**config.mk**
```make
export PLATFORM = sky130hd
export DESIGN_NAME = mseq_burst_ctrl
export DESIGN_NICKNAME = d
export VERILOG_FILES = /design/src/rtl/mseq_burst_ctrl.sv
export SDC_FILE = /design/constraint.sdc
export NUM_CORES = 1
export LEC_CHECK = 0
export ABC_CLOCK_PERIOD_IN_PS = 2100
export CAP_MARGIN = 15
export CORE_MARGIN = 1.5
export CORE_UTILIZATION = 43
export DETAILED_ROUTE_END_ITERATION = 8
export GPL_TIMING_DRIVEN = 1
export PLACE_DENSITY = 0.81
export SYNTH_ARGS = -nofsm -noshare
export SYNTH_HDL_FRONTEND = slang
export SYNTH_SLANG_ARGS = --single-unit
```
**constraint.sdc**
```tcl
create_clock -name sclk -period 2.1 [get_ports sclk]
set_input_delay 0.21 -clock sclk [delete_from_list [all_inputs] [get_ports sclk]]
set_output_delay 0.21 -clock sclk [all_outputs]
set_load 0.03 [all_outputs]
```
**src/rtl/mseq_burst_ctrl.sv**
```systemverilog
// Burst scheduler for an external Fibonacci LFSR m-sequence generator.
// Optional period self-check enabled by defining MSEQ_PERIOD_CHECK_EN.
`timescale 1ns/1ps
module mseq_burst_ctrl #(
  parameter int W    = 6,
  parameter int NP_W = 8
) (
  input  logic            sclk,
  input  logic            rst_n,
  input  logic            start,
  input  logic [W-1:0]    seed,
  input  logic [NP_W-1:0] n_periods,
  input  logic            abort,
  output logic            gen_load,
  output logic [W-1:0]    gen_seed,
  output logic            gen_en,
  input  logic [W-1:0]    gen_state,
  input  logic            gen_bit,
  output logic            out_bit,
  output logic            out_valid,
  input  logic            out_ready,
  output logic            out_sop,
  output logic            out_eop,
  output logic            busy,
  output logic            done,
  output logic            err_cfg,
  output logic            period_err,
  output logic [NP_W-1:0] period_cnt
);

  localparam logic [W-1:0] LAST_BIT = W'((2 ** W) - 2);

  typedef enum logic [1:0] {
    IDLE,
    LOAD,
    RUN,
    DONE
  } state_t;

  state_t          state, state_nxt;
  logic [W-1:0]    seed_q;
  logic [W-1:0]    bit_cnt;
  logic [NP_W-1:0] n_q;
  logic            in_run;
  logic            transfer;
  logic            last_bit;
  logic            last_period;
  logic            accept;

  assign in_run      = (state == RUN);
  assign transfer    = in_run & out_ready;
  assign last_bit    = (bit_cnt == LAST_BIT);
  assign last_period = (period_cnt == n_q - NP_W'(1));
  assign accept      = (state == IDLE) & start & (seed != '0);

  assign gen_en  = transfer;
  assign out_bit = in_run & gen_bit;
  assign out_sop = in_run & (bit_cnt == '0);
  assign out_eop = in_run & last_bit & last_period;

  always_comb begin
    state_nxt = state;
    gen_load  = 1'b0;
    gen_seed  = '0;
    out_valid = 1'b0;
    busy      = 1'b0;
    done      = 1'b0;
    case (state)
      IDLE: begin
        if (accept)
          state_nxt = (n_periods == '0) ? DONE : LOAD;
      end
      LOAD: begin
        gen_load  = 1'b1;
        gen_seed  = seed_q;
        busy      = 1'b1;
        state_nxt = abort ? IDLE : RUN;
      end
      RUN: begin
        out_valid = 1'b1;
        busy      = 1'b1;
        // abort wins over a coinciding final beat, so no done pulse
        if (abort)
          state_nxt = IDLE;
        else if (transfer && last_bit && last_period)
          state_nxt = DONE;
      end
      DONE: begin
        done      = 1'b1;
        state_nxt = IDLE;
      end
      default: state_nxt = IDLE;
    endcase
  end

  always_ff @(posedge sclk) begin
    if (!rst_n) begin
      state      <= IDLE;
      seed_q     <= '0;
      n_q        <= '0;
      bit_cnt    <= '0;
      period_cnt <= '0;
      err_cfg    <= 1'b0;
    end else begin
      state <= state_nxt;
      if (state == IDLE && start && seed == '0)
        err_cfg <= 1'b1;
      if (accept) begin
        seed_q     <= seed;
        n_q        <= n_periods;
        err_cfg    <= 1'b0;
        bit_cnt    <= '0;
        period_cnt <= '0;
      end
      if (transfer) begin
        if (last_bit) begin
          bit_cnt    <= '0;
          period_cnt <= period_cnt + NP_W'(1);
        end else begin
          bit_cnt <= bit_cnt + W'(1);
        end
      end
    end
  end

`ifdef MSEQ_PERIOD_CHECK_EN
  always_ff @(posedge sclk) begin
    if (!rst_n)
      period_err <= 1'b0;
    else if (accept)
      period_err <= 1'b0;
    else if (in_run && bit_cnt == '0 && gen_state != seed_q)
      period_err <= 1'b1;
  end
`else
  logic gen_state_unused;
  assign gen_state_unused = ^gen_state;
  assign period_err       = 1'b0;
`endif

endmodule

```
== Word-level counts from Yosys, hierarchy flattened ==
Index checks and enable logic that the tools add are counted.
Storage, ports and cells
  logic and storage cells: 54
  flip-flop bits (word level): 31
Operators by class
  $add $sub $neg: 3
  equal/unequal tests: 7
  bitwise gates (word level): 8
  reduce and logical (&&, ||, !) cells: 13
  multiplexer cells: 17
Operators by type and width (count)
  6-bit 2-to-1 mux: 4
  8-bit 2-to-1 mux: 3
  6-bit zero test: 2
  2-bit 2-to-1 mux: 5
  8-bit by 1-bit adder with 8-bit output, second input constant: 1
  8-bit equality test: 1
  8-bit zero test: 1
  2-bit one-hot mux with 4 select lines: 1
  8-bit by 1-bit subtractor with 8-bit output, second input constant: 1
  1-bit AND: 7
  6-bit by 1-bit adder with 6-bit output, second input constant: 1
  6-bit equality test, second input constant: 1
  6-bit nonzero test: 1
  2-bit equality test, second input constant: 2
  1-bit logical AND: 4
  1-bit 2-to-1 mux: 4
  2-bit OR reduction: 2
  3-bit by 2-bit inequality test with 1-bit output, second input constant: 1
  2-bit by 1-bit equality test with 1-bit output, second input constant: 1
  2-bit zero test: 1
  2-bit inequality test, second input constant: 1
  2-bit AND reduction: 1
  2-bit nonzero test: 1
  1-bit inverter: 1

== Longest topological paths before layout ==
  depth after elaboration: 7
  mapped depth: 8
  gate-level depth less buffers: 8

== Worst setup path before layout ==
No wires, ideal clock.
  kind: flip-flop to output port
  start point: register state[0]
  end point: output out_eop
  required time: 1890 ps
  slack: -81 ps
  cell stages (with the launch flop): 7
  data arrival time: 1971 ps
  path through: dfxtp_1 inv_1 ha_1 nand3_1 or4_4 a31oi_4 and2_1
On the way
  word-level cells in the longest chain between the ends: 3
Ends and longest elaborated chain
  start: declaration: line 40  | state_t state, state_nxt;
  start signal: assignment: line 105  | state <= state_nxt;
  2-bit equality test: line 50  | assign in_run = (state == RUN);
  1-bit AND (2 in a row): line 59  | assign out_eop = in_run & last_bit & last_period;
  end: declaration: line 23  | output logic out_eop,
Every way passes these cells.

== Worst setup path in the final report ==
  start point: register n_q[0]
  end point: output out_eop
On the way
  word-level cells in the longest chain between the ends: 3
Ends and longest elaborated chain
  start: declaration: line 43  | logic [NP_W-1:0] n_q;
  start signal: assignment: line 110  | n_q <= n_periods;
  8-bit by 1-bit subtractor with 8-bit output: line 53  | assign last_period = (period_cnt == n_q - NP_W'(1));
  8-bit equality test: line 53
  1-bit AND: line 59
Every way passes these cells.

==> results_dict.tcl <==
set metrics [dict create \
    netlist_area_um2 1790 \
    fp.dieW_um 67.5 \
    cts_tree "built" \
    rsz_0062_raised_after_global_routing "yes" \
    routed_via_density 5.40 \
    n_antenna_cell 0 \
    max-clock-path-buffers 2 \
    timing.final.max_slew_violations 0 \
    place_congestion 0.900 \
    failed_checks "setup timing" \
    post_synth_num_cell_types 42 \
    synth_warnings 0 \
    drt_first_pass_iters 4 \
    dpl.cell_count 328 \
    remaining_drc_errors 0 \
    timing.hold.worst.class "reg -> reg" \
    grt_pass1_wl_mm 7.31 \
    required_ps 1890 \
    regToRegSetupSlack_ps -60 \
    layout.cells.most_common "a21oi_1" \
    cts_made_buffers 5 \
    vdd_ir_max_mv 0.399 \
    max-slew-margin-rel_pct 46.8 \
    mapped_nets 263 \
    layout_common_cells "a21oi_1 (32), clkdlybuf4s50_1 (31), nand2_1 (29), dfxtp_1 (29), nor2_1 (28)" \
    dr_total_vias 1824 \
    critical_path.max_fanout 2 \
    worstRegToRegCells 9 \
    die_area_um2 4550 \
    area_growth_synth_to_finish_pct 39.1 \
    setup-tns-final_ps -325 \
    portBuffers 42 \
    final_hold_viol_count 0 \
    finish.cell_count_without_fillers 338 \
    cp-end-kind "output pin" \
    cp_data_arrival_time_ps 2140 \
    antenna_found_initial 0 \
    postLayoutCellArea_um2 2480 \
    post-route-period-util_pct 112 \
    first_global_vias 1655 \
    powerDensity_nw_per_um2 593 \
    clk-insertion-delay-late_ps 280 \
    global_route.overflow_total 0 \
    drive_gt1_share_pct 14.9 \
    final_antenna_net_count 0 \
    average_cell_area_after_synthesis_um2 7.87 \
    setup_viol 3 \
    fp.coreArea_um2 4000 \
    total_power_mw 1.47 \
    synth_sequential_area_ratio_pct 34.7 \
    critical_path.startpoint_type "flop" \
    worst_hold_path.num_cells 2 \
    synth.ff_latch_count 31 \
    fin_worst_skew_ps 5.54 \
    initial_utilization_pct 44.7 \
    cts.sink_count 31 \
    timing_worst_setup_path_type "reg -> out" \
    detailed_place_hpwl_mm 3.19 \
    wl_mm 4.47 \
    post_cts_hold_buffer_count 0 \
    design.final.nets 323 \
    time_the_final_worst_path_needs_with_i_o_delays_and_setup_ps 2350 \
    dpl_cell_area_um2 2350 \
    cts.clk_slew.worst_paths_ps 70 \
    max_clock_freq_mhz 425 \
    post-place-ws_ps 6.83 \
    io-pin-count 50 \
    gr-usage-all-layers_pct 21.3 \
    die_h_um 67.5 \
    final_critical_path_setup_slack_ps -253 \
    initialDrtViolationCount 141 \
    num_rows 23 \
    status "finished, violations left" \
    worst_pin_slew_ps 797 \
    clock-root-buffer "clkbuf_8" \
    ctsHtreeMaxLevel 2 \
    leakagePower_nw 1.03 \
    drt-wirelength-per-cell_um 13.2 \
    max_cap_violations 0 \
    grt_max_degree 25 \
    postSynthCellCount 227 \
]
## worst paths after layout
kind / from / endpoint
worst max-delay path: n_q[0] / out_eop
worst min register to register: seed_q[4] / seed_q[4]
worst min-delay path: seed_q[4] / seed_q[4]
worst max register to register: n_q[0] / state[0]
## cell type report
class | instances | area (um^2)
Clock buffer | 8 | 100
Fill cell | 361 | 1520
Inverter | 11 | 41.3
Multi-Input combinational cell | 179 | 1120
Sequential cell | 31 | 623
Tap cell | 50 | 62.6
Timing Repair Buffer | 59 | 542
## stage by stage
step	hold WS (ps)	utilization, %
floorplan	346	-
global placement	440	58.7
detailed placement	446	58.7
CTS	454	61.5
global route	477	62.1
finish	452	62.1
## where the power goes
| group | switching, mW | internal (mW) | total (mW) |
|---|---|---|---|
| Combinational | 0.175 | 0.149 | 0.324 |
| Sequential | 0.0198 | 0.612 | 0.632 |
| Clock | 0.220 | 0.299 | 0.518 |
| Total | 0.415 | 1.06 | 1.47 |
## flip-flops by register name (all words and copies together), names as in the netlist
name	cells
err_cfg	1
bit_cnt	6
seed_q	6
n_q	8
period_cnt	8
state	2
## per-layer routing
layer / vias up / wire (um) / GRT usage, %
li1: 916 / - / -
met1: 836 / 1830 / 24.5
met2: 66 / 2280 / 38.2
met3: 6 / 312 / 7.00
met4: 0 / 45 / 4.59
met5: - / 0 / 0
## cells by family after synthesis
logic type	synth area share, %
other	0.210
buffers and inverters	4.20
DFF	34.7
adders and majority gates	7.00
AOI/OAI and AO/OA	20.6
and+or+nand+nor	27.7
xor gates and xnor gates	4.41
muxes	1.12
## worst max-delay path, stage by stage (launching register included)
cell and delay, ps:
dfxtp_2 330, inv_2 40, ha_4 260, xor2_2 130, nand3_1 100, or4_4 530
a31oi_4 180, and2_4 170, buf_6 120
## what timing repair did
action | CTS | global route
buffers inserted | 0 | 2
setup endpoints to repair | 10 | 6
pin swaps | 3 | 3
resized for setup | 16 | 3
## cells in the mapped netlist, drive strengths merged
master,n,area [um^2]
buf,2,18.8
ha,10,125
a221oi,1,15.0
o21ai,11,55.1
a41oi,1,16.3
or4,1,11.3
a211oi,1,7.51
xnor2,5,43.8
conb,1,3.75
o32ai,1,8.76
mux2i,2,20.0
nand4,2,12.5
nor3b,2,15.0
and3b,1,8.76
nor4,4,25.0
nand3b,4,30.0
a21boi,2,15.0
dfxtp,31,621
a31oi,2,27.5
a22oi,2,15.0
nor3,3,26.3
inv,11,41.3
clkbuf,4,15.0
nand3,11,60.1
a21oi,32,160
a21bo,1,10.0
or2,1,6.26
xor2,4,35.0
a32oi,3,26.3
nor2,28,105
and3,5,36.3
and2,8,50.1
nand2,29,109
a41o,1,11.3
No activity file was read; power rests on OpenSTA's default activity.
